File: src/rtl/alien_march_ctrl_pkg.sv
// alien_march_ctrl_pkg: shared state/direction types and sprite sizing for the alien march controller
package alien_march_ctrl_pkg;
    typedef enum logic [1:0] {IDLE, MARCH, DESCEND, LANDED} state_t;
    typedef enum logic {RIGHT = 1'b0, LEFT = 1'b1} dir_t;
    localparam int DEFAULT_SCALE = 2;
    localparam int SPRITE_W = 8 * DEFAULT_SCALE;
    function automatic int sprite_w(input int scale);
        return 8 * scale;
    endfunction
endpackage

File: src/rtl/alien_march_ctrl_frame_tick_gen.sv
// frame_tick_gen: one-pulse-per-frame tick from the VGA counters, divided down to march step events
module frame_tick_gen
    import alien_march_ctrl_pkg::*;
#(
    parameter int FRAME_V         = 480,
    parameter int FRAMES_PER_STEP = 30
) (
    input  logic       clk,
    input  logic       reset,
    input  logic [9:0] h_counter,
    input  logic [9:0] v_counter,
    input  logic       run,
    input  logic       clear,
    output logic       step
);
    localparam int CW = (FRAMES_PER_STEP > 1) ? $clog2(FRAMES_PER_STEP) : 1;
    logic          cond_q;
    logic          cond_d;
    logic          tick;
    logic [CW-1:0] count;
    // edge of the registered compare, so a counter held at the frame point for many clocks ticks once
    assign tick = cond_q & ~cond_d;
    assign step = run & tick & (count == CW'(FRAMES_PER_STEP - 1));
    always_ff @(posedge clk or negedge reset) begin
        if (!reset) begin
            cond_q <= 1'b0;
            cond_d <= 1'b0;
            count  <= '0;
        end else begin
            cond_q <= (h_counter == 10'd0) && (v_counter == 10'(FRAME_V));
            cond_d <= cond_q;
            count  <= (clear || !run || step) ? '0 : tick ? count + 1'b1 : count;
        end
    end
endmodule

File: src/rtl/alien_march_ctrl.sv
// alien_march_ctrl: marches one alien sprite across the screen, dropping and reversing at each edge
module alien_march_ctrl
    import alien_march_ctrl_pkg::*;
#(
    parameter int SCALE           = 2,
    parameter int START_X         = 64,
    parameter int START_Y         = 32,
    parameter int STEP_X          = 4,
    parameter int STEP_Y          = 8,
    parameter int FRAMES_PER_STEP = 30,
    parameter int MIN_X           = 0,
    parameter int MAX_X           = 640,
    parameter int LAND_Y          = 448,
    parameter int FRAME_V         = 480
) (
    input  logic       clk,
    input  logic       reset,
    input  logic [9:0] h_counter,
    input  logic [9:0] v_counter,
    input  logic       start,
    input  logic       hit,
    output logic [9:0] pos_X,
    output logic [9:0] pos_Y,
    output logic       troca,
    output logic       alive,
    output logic       landed
);
    localparam int SW = sprite_w(SCALE);
    state_t      state;
    dir_t        dir;
    logic        run;
    logic        step;
    logic        blocked;
    logic        lands;
    logic [10:0] right_sum;
    logic [10:0] new_y;
    logic [9:0]  next_x;
    assign run = (state == MARCH) || (state == DESCEND);
    frame_tick_gen #(
        .FRAME_V        (FRAME_V),
        .FRAMES_PER_STEP(FRAMES_PER_STEP)
    ) u_tick (
        .clk      (clk),
        .reset    (reset),
        .h_counter(h_counter),
        .v_counter(v_counter),
        .run      (run),
        .clear    (start),
        .step     (step)
    );
    // 11-bit sums keep the edge tests free of 10-bit wrap-around
    always_comb begin
        right_sum = {1'b0, pos_X} + 11'(STEP_X + SW);
        blocked   = (dir == RIGHT) ? (right_sum > 11'(MAX_X)) : ({1'b0, pos_X} < 11'(MIN_X + STEP_X));
        next_x    = (dir == RIGHT) ? pos_X + 10'(STEP_X) : pos_X - 10'(STEP_X);
        new_y     = {1'b0, pos_Y} + 11'(STEP_Y);
        lands     = (new_y + 11'(SW)) >= 11'(LAND_Y);
    end
    always_ff @(posedge clk or negedge reset) begin
        if (!reset) begin
            pos_X  <= 10'(START_X);
            pos_Y  <= 10'(START_Y);
            troca  <= 1'b0;
            alive  <= 1'b0;
            landed <= 1'b0;
            dir    <= RIGHT;
            state  <= IDLE;
        end else if (start) begin
            pos_X  <= 10'(START_X);
            pos_Y  <= 10'(START_Y);
            troca  <= 1'b0;
            alive  <= 1'b1;
            landed <= 1'b0;
            dir    <= RIGHT;
            state  <= MARCH;
        end else if (run && hit) begin
            alive <= 1'b0;
            state <= IDLE;
        end else if (step) begin
            troca <= ~troca;
            if (state == MARCH) begin
                if (blocked) state <= DESCEND;
                else pos_X <= next_x;
            end else begin
                pos_Y  <= new_y[9:0];
                dir    <= (dir == RIGHT) ? LEFT : RIGHT;
                landed <= lands;
                state  <= lands ? LANDED : MARCH;
            end
        end
    end
endmodule

File: config.mk
export PLATFORM = sky130hd
export DESIGN_NAME = alien_march_ctrl
export DESIGN_NICKNAME = d
export VERILOG_FILES = /design/src/rtl/alien_march_ctrl_pkg.sv /design/src/rtl/alien_march_ctrl_frame_tick_gen.sv /design/src/rtl/alien_march_ctrl.sv
export SDC_FILE = /design/constraint.sdc
export NUM_CORES = 1
export LEC_CHECK = 0
export CAP_MARGIN = 0
export CORE_UTILIZATION = 25
export CTS_BUF_LIST = sky130_fd_sc_hd__clkbuf_8
export DETAILED_ROUTE_END_ITERATION = 6
export PLACE_DENSITY_LB_ADDON = 0.12
export SLEW_MARGIN = 20
export SYNTH_ARGS = -nofsm -noshare
export SYNTH_HDL_FRONTEND = slang
export SYNTH_SLANG_ARGS = --single-unit
File: constraint.sdc
create_clock -name clk -period 1.9 [get_ports clk]
set_clock_uncertainty 0.05 [all_clocks]
set_input_delay 0.38 -clock clk [delete_from_list [all_inputs] [get_ports clk]]
set_output_delay 0.38 -clock clk [all_outputs]
set_load 0.01 [all_outputs]
==> run summary <==
status - complete, but fails checks
violated checks - setup timing
Leak Pwr - 1.32 nW
asr flop ratio synth - 1.00
first-pass GRT wire length - 8.71 mm
final hold violations - 0
I/O pin cnt - 47
Initial Util - 0.262
reg2reg path depth - 7
register area share after synthesis - 0.366
FMAX - 483 MHz
Final Critical Period - 2070 ps
Rows - 31
DIE WIDTH - 89.7 um
RSZ-0062 raised after global routing - true
Worst setup EP type - register
initial DRC count - 35
Clock Power Share - 0.309
TritonCTS Sinks - 28
DPL Wire Length - 3.80 mm
Net Switching - 0.255 mW
arrival time worst endpoint - 2180 ps
Synth cell types - 54
largest net degree at the start of global routing - 29
Max IR drop VDD - 0.208 mV
Synth area leader - dfrtp_1
setup ws final - -168 ps
Synth Cell Area - 0.00192 sq mm
RePlAce Congestion - 0.760
antenna viol nets, final - 0
initial antenna violation count - 0
Setup crit start kind - register
Worst Hold Depth - 0
Int Pwr - 0.827 mW
Placed Cells - 390
worst reg2reg setup slack - -170 ps
number of synthesized register bits - 28
gr usage total - 0.140
worst endpoint required time - 2020 ps
Non-Filler Instances - 409
Clock Root Buffer - clkbuf_8
pwr/cell area - 342 mW/mm^2
Syn Area/Cell - 9.15 sq um
area delta synth->final - 64.7%
final setup violation count - 7
pins over their slew limit - 0
GRT overflow - 0
Yosys warnings - 0
Sequential Power Share - 0.557
layout cells sized above 1 - 0.394
Placeable Area - 0.00733 sq mm
final setup TNS - -693 ps
DR WL/cell - 12.9 um
Vias per Instance - 4.68
Final Net Count - 341
Worst-path clk slew - 100 ps
port buffer count - 41
CTS buffer count - 3
number of flops mapped to enable cells by yosys - 0
Most used DFF post-synth - dfrtp_1
vias in the first global route - 1,887
Crit Path Category - reg2reg
worst-case clock buffer depth - 2
die area - 0.00804 sq mm
Tcrit/Tclk final - 1.09
post-place setup slack - -270 ps
H-tree levels - 1
drt drc - 0
Hold WC Path Type - reg2reg
Hold-fix buffers, CTS - 0
Gate power share - 0.134
Crit Path Max Fanout - 5
Final Hold Slack - 373 ps
total number of vias - 1,916
Ant. Diodes - 0
largest cells by area after synthesis - dfrtp_1, nor2_1, ha_1
Clock Latency Late Sink - 280 ps
Net Sw Frac - 0.236
TritonCTS clock tree - built
Initial DRT Pass Iterations - 4
Routed WL - 5.29 mm
MaxCap Viol Count - 0
Synth top area share - 0.339
Die Y - 89.7 um
Syn Inst Count - 210
[metal layers]
metal / track usage / wire, um / vias up
met5: 0 / 0 / -
li1: - / - / 957
met4: 0.0274 / 45 / 0
met3: 0.0265 / 196 / 5
met2: 0.244 / 2660 / 48
met1: 0.179 / 2390 / 906
[timing repair]
item	CTS	global route
pin swaps	12	14
buffers inserted	10	7
resized for setup	25	34
endpoints found under the setup margin	14	21
cloned	0	0
[worst paths after layout]
| path | to | from |
|---|---|---|
| worst max-delay path | pos_X[9] | pos_X[3] |
| worst min-delay path | u_tick.cond_d | u_tick.cond_q |
| worst max register to register | pos_X[9] | pos_X[3] |
| worst min register to register | u_tick.cond_d | u_tick.cond_q |
| max in group asynchronous | pos_X[6] | reset |
| min in group asynchronous | pos_Y[7] | reset |
[cells in the mapped netlist, types with 4 or more instances]
cell      instances
clkbuf_1          4
nor4_1            6
nand3_1           8
ha_1              6
nor2_1           21
xor2_1            5
mux2_1            4
nand2_1          18
inv_1             6
buf_4             7
nor2b_1           7
o21ai_0           8
a21oi_1           9
xnor2_1           4
dfrtp_1          26
nor3_1            4
[power groups by stage]
stage               registers [mW]  clock network, mW  logic (mW)
floorplan                    0.614                  0      0.0511
global route                 0.602              0.378       0.161
CTS                          0.602              0.361       0.143
finish                       0.602              0.335       0.145
global placement             0.614                  0       0.140
detailed placement           0.613                  0       0.141
[per-stage QoR]
stage	util	area, sq um	total power, mW
after floorplan	-	1970	0.665
after global placement	0.380	2790	0.754
after detailed placement	0.380	2790	0.754
after CTS	0.408	2990	1.11
after global routing	0.432	3170	1.14
final	0.432	3170	1.08
[layout by cell type, fill, tap and decap left out, types with 3 or more instances in the layout]
cell type / n
inv_2: 3
dfrtp_1: 20
clkdlybuf4s50_1: 38
a21oi_1: 4
buf_4: 57
xnor2_1: 4
o31ai_1: 3
clkbuf_8: 3
buf_6: 10
nor2b_1: 7
inv_1: 3
a21oi_2: 5
ha_4: 4
nand3_1: 6
a211oi_2: 3
dfrtp_2: 6
nand2_1: 16
mux2_4: 3
conb_1: 5
o21ai_0: 7
nor4_1: 4
nor4_4: 3
nand4b_1: 3
nand2b_1: 3
nand4_1: 3
nor2_1: 21
xor2_1: 5
[critical path, cell delays in order (launching register included)]
cell and delay [ps]:
dfrtp_2 470, ha_4 190, and4bb_2 290, a31oi_1 70, o211a_1 180, buf_6 150, a211oi_2 240, mux2_4 320
[sequential cells by signal, summed over array words and instances, names as in the netlist]
register and count:
landed 1, pos_X 8, alive 1, u_tick.count 5, pos_Y 7, state 2
u_tick.cond_q 1, u_tick.cond_d 1, troca 1, dir 1
[layout make-up]
type	count	area (sq um)
clock buffers	3	41.3
clock inverters	1	3.75
fillers	694	4170
inverters	6	25.0
multi-input cells	164	1310
flip-flops and latches	28	711
well taps	99	124
repair buffers	108	951
[cells by family (layout without fill, tap and decap cells)]
kind of cell / count (synthesis) / after routing / synth area share
simple gates: 91 / 91 / 0.271
compound gates: 44 / 44 / 0.161
flops: 28 / 28 / 0.366
buf+inv: 22 / 118 / 0.0664
xor+xnor: 9 / 9 / 0.0410
mux: 9 / 9 / 0.0534
fa+ha+maj: 6 / 6 / 0.0391
other cells: 1 / 5 / 0.00195
(Power assumes the default switching activity.)
